**config.mk**
```make
export PLATFORM = sky130hd
export DESIGN_NAME = alu_chain_seq
export DESIGN_NICKNAME = d
export VERILOG_FILES = /design/src/rtl/alu_chain_seq.sv
export SDC_FILE = /design/constraint.sdc
export NUM_CORES = 1
export LEC_CHECK = 0
export ABC_CLOCK_PERIOD_IN_PS = 2250
export CAP_MARGIN = 20
export CORE_ASPECT_RATIO = 0.7
export CORE_MARGIN = 4
export CORE_UTILIZATION = 47
export DETAILED_ROUTE_END_ITERATION = 8
export PLACE_DENSITY = 0.88
export SLEW_MARGIN = 10
export SYNTH_ARGS = -nofsm -noshare
export SYNTH_HDL_FRONTEND = slang
export SYNTH_SLANG_ARGS = --single-unit
export TNS_END_PERCENT = 50
```
**constraint.sdc**
```tcl
create_clock -name clk -period 2.25 [get_ports clk]
set_clock_uncertainty 0.05 [all_clocks]
set_input_delay 0.3375 -clock clk [delete_from_list [all_inputs] [get_ports clk]]
set_output_delay 0.3375 -clock clk [all_outputs]
set_load 0.05 [all_outputs]
```
**src/rtl/alu_chain_seq.sv**
```systemverilog
// ---------------------------------------------------------------------------
// alu_chain_seq
// Multi-cycle sequencer that runs a WORDS x N-bit add/sub/AND/OR through one
// shared N-bit ALU, one word per cycle, least-significant word first. The
// carry is chained between words and the zero flag is accumulated, so the
// final v/c/n/z match what a single W-bit ALU would report.
//
// Ports
//   clk, rst_n          clock, asynchronous active-low reset
//   start               request an operation (only honoured in IDLE)
//   m[1:0]              00 add, 01 subtract (a-b), 10 AND, 11 OR
//   a, b [W-1:0]        wide operands, latched with start
//   busy                high whenever not IDLE
//   done                one-cycle pulse, result/flags valid from here on
//   result [W-1:0]      wide result, held until the next accepted start
//   v, c, n, z          overflow, carry (1 = no borrow on sub), negative, zero
//   alu_m, alu_a, alu_b, alu_cin   drive to the shared N-bit ALU
//   alu_r, alu_cout                combinational answer from the ALU
// ---------------------------------------------------------------------------
module alu_chain_seq #(
    parameter int unsigned N     = 32,
    parameter int unsigned WORDS = 4
) (
    input  logic                 clk,
    input  logic                 rst_n,
    input  logic                 start,
    input  logic [1:0]           m,
    input  logic [N*WORDS-1:0]   a,
    input  logic [N*WORDS-1:0]   b,
    output logic                 busy,
    output logic                 done,
    output logic [N*WORDS-1:0]   result,
    output logic                 v,
    output logic                 c,
    output logic                 n,
    output logic                 z,
    output logic [1:0]           alu_m,
    output logic [N-1:0]         alu_a,
    output logic [N-1:0]         alu_b,
    output logic                 alu_cin,
    input  logic [N-1:0]         alu_r,
    input  logic                 alu_cout
);

    localparam int unsigned W     = N * WORDS;
    localparam int unsigned IDX_W = (WORDS > 1) ? $clog2(WORDS) : 1;
    localparam logic [IDX_W-1:0] LAST_IDX = IDX_W'(WORDS - 1);

    typedef enum logic [1:0] {
        S_IDLE = 2'd0,
        S_RUN  = 2'd1,
        S_DONE = 2'd2
    } state_t;

    state_t                   r_state;
    state_t                   w_state_nxt;

    // Latched operation and operands, viewed as an array of ALU words
    logic [WORDS-1:0][N-1:0]  r_a_l;
    logic [WORDS-1:0][N-1:0]  r_b_l;
    logic [1:0]               r_m_l;
    logic [WORDS-1:0][N-1:0]  r_result;
    logic [IDX_W-1:0]         r_idx;
    logic                     r_carry;
    logic                     r_zacc;

    logic                     r_busy;
    logic                     r_done;
    logic                     r_v;
    logic                     r_c;
    logic                     r_n;
    logic                     r_z;

    logic                     w_accept;
    logic                     w_step;
    logic                     w_last;
    logic                     w_word_zero;
    logic [1:0]               w_alu_m;
    logic [N-1:0]             w_alu_a;
    logic [N-1:0]             w_alu_b;
    logic                     w_alu_cin;
    logic                     w_a_msb;
    logic                     w_b_msb;
    logic                     w_r_msb;

    // State register
    always_ff @(posedge clk or negedge rst_n) begin
        if (!rst_n) begin
            r_state <= S_IDLE;
        end else begin
            r_state <= w_state_nxt;
        end
    end

    // Next-state logic
    always_comb begin
        w_state_nxt = r_state;
        case (r_state)
            S_IDLE:  if (start)  w_state_nxt = S_RUN;
            S_RUN:   if (w_last) w_state_nxt = S_DONE;
            S_DONE:  w_state_nxt = S_IDLE;
            default: w_state_nxt = S_IDLE;
        endcase
    end

    // Output / datapath-control decode; idx is 0 outside RUN so the ALU
    // drive stays at word 0 of the latched (never X) operands.
    always_comb begin
        w_accept    = 1'b0;
        w_step      = 1'b0;
        w_last      = 1'b0;
        w_alu_m     = r_m_l;
        w_alu_a     = r_a_l[r_idx];
        w_alu_b     = r_b_l[r_idx];
        w_alu_cin   = 1'b0;
        w_word_zero = (alu_r == '0);
        w_a_msb     = r_a_l[WORDS-1][N-1];
        w_b_msb     = r_b_l[WORDS-1][N-1];
        w_r_msb     = alu_r[N-1];

        // Word 0 takes the subtract "+1"; later words take the chained carry
        if (!r_m_l[1]) begin
            w_alu_cin = (r_idx == '0) ? r_m_l[0] : r_carry;
        end

        case (r_state)
            S_IDLE: w_accept = start;
            S_RUN: begin
                w_step = 1'b1;
                w_last = (r_idx == LAST_IDX);
            end
            default: ;
        endcase
    end

    // Control outputs registered so they line up with the state they describe
    always_ff @(posedge clk or negedge rst_n) begin
        if (!rst_n) begin
            r_busy <= 1'b0;
            r_done <= 1'b0;
        end else begin
            r_busy <= (w_state_nxt != S_IDLE);
            r_done <= w_last;
        end
    end

    // Operand latch, per-word result capture, carry chain and flags
    always_ff @(posedge clk or negedge rst_n) begin
        if (!rst_n) begin
            r_a_l    <= '0;
            r_b_l    <= '0;
            r_m_l    <= 2'b00;
            r_result <= '0;
            r_idx    <= '0;
            r_carry  <= 1'b0;
            r_zacc   <= 1'b1;
            r_v      <= 1'b0;
            r_c      <= 1'b0;
            r_n      <= 1'b0;
            r_z      <= 1'b0;
        end else if (w_accept) begin
            r_a_l    <= a;
            r_b_l    <= b;
            r_m_l    <= m;
            r_result <= '0;
            r_idx    <= '0;
            r_carry  <= 1'b0;
            r_zacc   <= 1'b1;
            r_v      <= 1'b0;
            r_c      <= 1'b0;
            r_n      <= 1'b0;
            r_z      <= 1'b0;
        end else if (w_step) begin
            r_result[r_idx] <= alu_r;
            r_carry         <= alu_cout;
            r_zacc          <= r_zacc & w_word_zero;
            if (w_last) begin
                // Park idx at 0 so the ALU drive is word 0 while idle
                r_idx <= '0;
                r_v   <= ~r_m_l[1] & (w_a_msb ^ w_r_msb)
                         & ~(w_a_msb ^ w_b_msb ^ r_m_l[0]);
                r_c   <= ~r_m_l[1] & alu_cout;
                r_n   <= w_r_msb;
                r_z   <= r_zacc & w_word_zero;
            end else begin
                r_idx <= r_idx + IDX_W'(1);
            end
        end
    end

    assign busy    = r_busy;
    assign done    = r_done;
    assign result  = W'(r_result);
    assign v       = r_v;
    assign c       = r_c;
    assign n       = r_n;
    assign z       = r_z;
    assign alu_m   = w_alu_m;
    assign alu_a   = w_alu_a;
    assign alu_b   = w_alu_b;
    assign alu_cin = w_alu_cin;

endmodule

```
Word level (Yosys, flattened, before mapping)
Cells that the tools add are included.

Add/subtract/negate cells: 1. Multipliers: 0. Div/mod/pow operators: 0. Magnitude comparators: 2. Equal/unequal tests: 2. Shifts and indexed selects: 0. Multiplexer cells: 36. Bitwise operators: 9. Reduce and logical (&&, ||, !) cells: 8.

Operator list (count): 128-bit 2-to-1 mux (2); 32-bit binary-select mux with 2-bit select (2); 128-bit bitwise mux (1); 32-bit 2-to-1 mux (3); 32-bit demux with 2-bit select (1); 32-bit zero test (1); 1-bit 2-to-1 mux (21); 2-bit 2-to-1 mux (5); 2-bit nonzero test (3); 1-bit bitwise AND (4); 2-bit zero test (2); 2-bit one-hot mux with 2 select lines (1); 2-bit by 3-bit < comparator with 1-bit output, second input constant (1); 1-bit bitwise XOR (3); 2-bit by 1-bit adder with 2-bit output, second input constant (1); 2-bit by 1-bit == test with 1-bit output, second input constant (1); 2-bit == test, second input constant (1); 2-bit by 1-bit greater-or-equal comparator with 1-bit output, second input constant (1); 1-bit NOT (2); 2-bit AND reduction (1); 1-bit logical AND (1).

Register bits after elaboration: 398. Bits in latches: 0. Bits in writable memories: 0. Bits in read-only memories: 0. Input port bits: 294. Output and inout bits: 201. Word-level logic and storage cells: 81. Memories kept: 0.

Depth between registers and ports, before layout
Depth in word-level cells: 7. Depth in mapped cells: 10. Depth with buffers taken out: 6.

Worst setup path after synthesis
No wires, ideal clock.

Kind: reg-to-output. Start: register r_idx[1]. End: output alu_cin. Arrival: 2.006 ns. Required time: 1.862 ns. Path slack: -0.143 ns. Stages on the path, launching flop included: 7. Buffers on the path: 2. Path through: dfrtp_1 -> buf_2 -> buf_1 -> inv_1 -> ha_1 -> mux2i_1 -> nor2_1.

Word-level cells in the longest chain between the ends: 3.

Ends and longest elaborated chain: start: declaration (line 63) `logic [IDX_W-1:0] r_idx;`; start signal: assignment (line 186) `r_idx <= r_idx + IDX_W'(1);`; 2-bit zero test (line 123) `w_alu_cin = (r_idx == '0) ? r_m_l[0] : r_carry;`; 1-bit 2-to-1 mux (line 123); 1-bit 2-to-1 mux (line 122) `if (!r_m_l[1]) begin`; end: declaration (line 40) `output logic alu_cin,`.

No other way between the ends.

Worst setup path after layout
Start: register r_idx[0]. End: output alu_b[24].

Word-level cells in the longest chain between the ends: 2.

Ends and longest elaborated chain: 32-bit binary-select mux with 2-bit select (line 114) `w_alu_b = r_b_l[r_idx];`; 32-bit 2-to-1 mux (implied by the code) (line 114); end: declaration (line 39) `output logic [N-1:0] alu_b,`.

No other way between the ends. The select of a mux whose other input is x is not followed.

==> results.yml <==
run_status:
  status: "finished, violations left"
  violations: "setup timing"
sta:
  post-route-period-util_pct: 109
  hold_viol_final: 0
  rsz0062_at_grt: "true"
  drv_slew: 0
  fin_crit_ns: 2.45
  setup_ws_ns: -0.201
  tightest_slew_ns: 0.753
  final-setup-viol-count: 64
  fmax_ghz: 0.408
  slew_headroom_pct: 49.7
setup_path:
  r2r_start: "r_idx[0]$_DFFE_PN0P_"
  critPathBufInv: 3
  crit_family: "multiplexers"
  arrival_ns: 2.06
  cp-startpoint: "r_idx[0]$_DFFE_PN0P_"
  end_kind: "output port"
  crit_type: "reg -> out"
  cp_cell_sequence: "buf_12, buf_16, mux4_2, buf_6"
  critical_path.slowest_cell: "mux4_2"
  crit_path_max_fanout: 9
  start_kind: "flop"
  required_ns: 1.86
  max_stage_delay_ns: 0.55
placed_design:
  dp_hpwl_microns: 36400
  finalWeightedCongestion: 0.885
  placed_cells: 1933
  postPlaceCellArea_sq_um: 22400
  numPortBuffers: 494
route:
  ant_nets: 0
  initialDrtViolationCount: 678
  wire_per_inst_microns: 25.4
  viasPerCell: 5.64
  first_pass_iters: 5
  drt_wl_total_microns: 51200
  drc: 0
  vias: 11361
grt:
  grt_usage_pct: 26.5
  top_usage_layer: "met2"
  use_met3_pct: 8.65
  grt_overflow: 0
  antenna_found_initial: 9
  met2_usage_pct: 44.4
  grt_pass1_vias: 12448
  grt_pass1_wl_microns: 76900
  grt_max_degree: 74
  grtUsageMet1_pct: 32.8
finish:
  regArea_sq_um: 9970
  layoutNonFillerInstCount: 2016
  syn2layout_area_growth_pct: 46.5
  multi_input_area_sq_um: 5840
  nNetsFinal: 1814
  drive_gt1_share_pct: 35.2
  final_area_sq_um: 23900
  fill_cells: 2108
pwr:
  ir_drop_v: 0.00155
  power.density_nw_per_um2: 1840
  leakage_uw: 0.0102
cts:
  clock-sinks: 398
  root_buffer: "clkbuf_16"
  clk_pin_slew_ns: 0.06
  clk_latency_ns: 0.53
  cts_tree: "yes"
  numCtsBuffers: 38
  htreeDepth: 2
  clockBufferDepth: 3
die:
  core_sq_um: 33900
  die_x_microns: 231
  boundaryPins: 495
  rows: 56
  die_y_microns: 164
  die_area_sq_um: 37900
  initial_core_util_pct: 48.2
job:
  max-cap-violations: 0
synthesis:
  syn_nets: 1275
  yosys.cell_types.count: 33
  ys_warn_count: 0
  netlist_area_sq_um: 16300
  ys_seq_area_share_pct: 61.0
  syn_inst: 977
  avgSynthCellArea_sq_um: 16.7
  synth_seq_cells: 398
min_path:
  worst_hold_path_type: "in -> async"
[sequential cells by signal, indices dropped and copies added (netlist names)]
name     flops
r_carry      1
alu_m        2
z            1
r_state      2
n            1
r_b_l      128
v            1
done         1
r_idx        2
result     128
r_a_l      128
busy         1
c            1
r_zacc       1
[cell families after synthesis]
kind of cell / count (synthesis) / synth area share, %
compound gates: 136 / 7.17
xor+xnor: 1 / 0.0536
fa+ha+maj: 4 / 0.306
buf+inv: 76 / 3.38
flops: 398 / 61.0
mux: 324 / 26.7
simple gates: 38 / 1.42
[stage by stage]
| step | hold slack [ns] | setup WS [ns] | TNS, ns | power, uW | util (%) |
|---|---|---|---|---|---|
| 6_report | 0.267 | -0.201 | -9.80 | 44000 | 70.6 |
| 5_1_grt | 0.293 | -0.263 | -14.29 | 45800 | 70.6 |
| 4_1_cts | 0.269 | -0.247 | -12.28 | 44000 | 70.3 |
| 3_5_place_dp | 0.252 | 0.00611 | 0 | 36500 | 65.9 |
| 3_3_place_gp | 0.253 | 0.0464 | 0 | 35800 | 65.9 |
| 2_1_floorplan | -0.00809 | 0.0712 | 0 | 27600 | - |
[final timing paths]
path,to,slack [ns],depth (start not counted)
max,alu_b[24],-0.20,4
max reg2reg,result[40]$_DFFE_PN0P_,0.11,6
min in group clk,r_b_l[38]$_DFFE_PN0P_,0.37,2
min reg2reg,result[32]$_DFFE_PN0P_,0.45,1
min,r_a_l[123]$_DFFE_PN0P_,0.27,2
max in group asynchronous,r_b_l[109]$_DFFE_PN0P_,1.07,3
[metal layers]
layer / vias to the layer above / wire, microns
met3: 98 / 4790
met5: - / 13
li1: 4780 / -
met1: 5954 / 19100
met4: 2 / 1600
met2: 527 / 25700
[layout by cell type, fill, tap and decap left out, types with 5 or more instances in the layout]
master,n
buf_6,37
mux2_2,258
clkbuf_16,42
a22o_1,131
nand2_1,5
dfrtp_1,395
clkinv_2,10
buf_12,50
nor4_1,6
diode_2,8
buf_4,48
clkbuf_8,8
mux4_2,64
clkdlybuf4s50_1,426
nor2_1,5
[report_power, final]
part / leakage [uW] / switching (uW) / internal (uW)
Combinational: 0.00467 / 13600 / 11200
Clock: 0.000638 / 2790 / 3800
Sequential: 0.00486 / 2040 / 10600
Total: 0.0102 / 18500 / 25600
[cells in the mapped netlist]
cell      number  share of area (%)
dfrtp_1      397                 61
mux2_2       258                 18
a22o_1       131                7.0
mux4_2        64                8.8
buf_4         27                1.2
buf_6         19                1.3
buf_2         18               0.55
nor2_1         6               0.14
nor4_1         6               0.23
nand2_1        5               0.11
clkbuf_1       4              0.092
ha_1           4               0.31
inv_1          4              0.092
nor2_2         4               0.15
a21oi_1        3              0.092
and2_1         3               0.11
buf_1          3              0.069
nor2b_1        3               0.11
mux2i_1        2               0.12
o21ai_0        2              0.061
or3_1          2              0.077
dfstp_2        1               0.16
inv_2          1              0.023
nand2_2        1              0.038
nand3_1        1              0.031
nand3b_1       1              0.046
nand4_1        1              0.038
nor2b_4        1              0.084
nor3_1         1              0.031
nor3b_4        1               0.11
nor4b_1        1              0.054
or2_2          1              0.038
xor2_1         1              0.054
[timing repair]
item / in CTS / in global routing
resized for setup: 42 / 2
cloned: 1 / 3
hold endpoints to repair: 41 / 0
buffers inserted: 1 / 1
hold buffers: 1 / 0
setup endpoints to repair: 64 / 81
[cell type report]
type                    count  share of cell area (%)
multi-input cells         503                    24.4
clock buffers              51                    4.60
inverters                   5                  0.0784
well taps                 464                    2.42
flip-flops and latches    398                    41.6
clock inverters            17                   0.726
diodes                      8                  0.0836
repair buffers            570                    26.1
(Power assumes the default switching activity.)
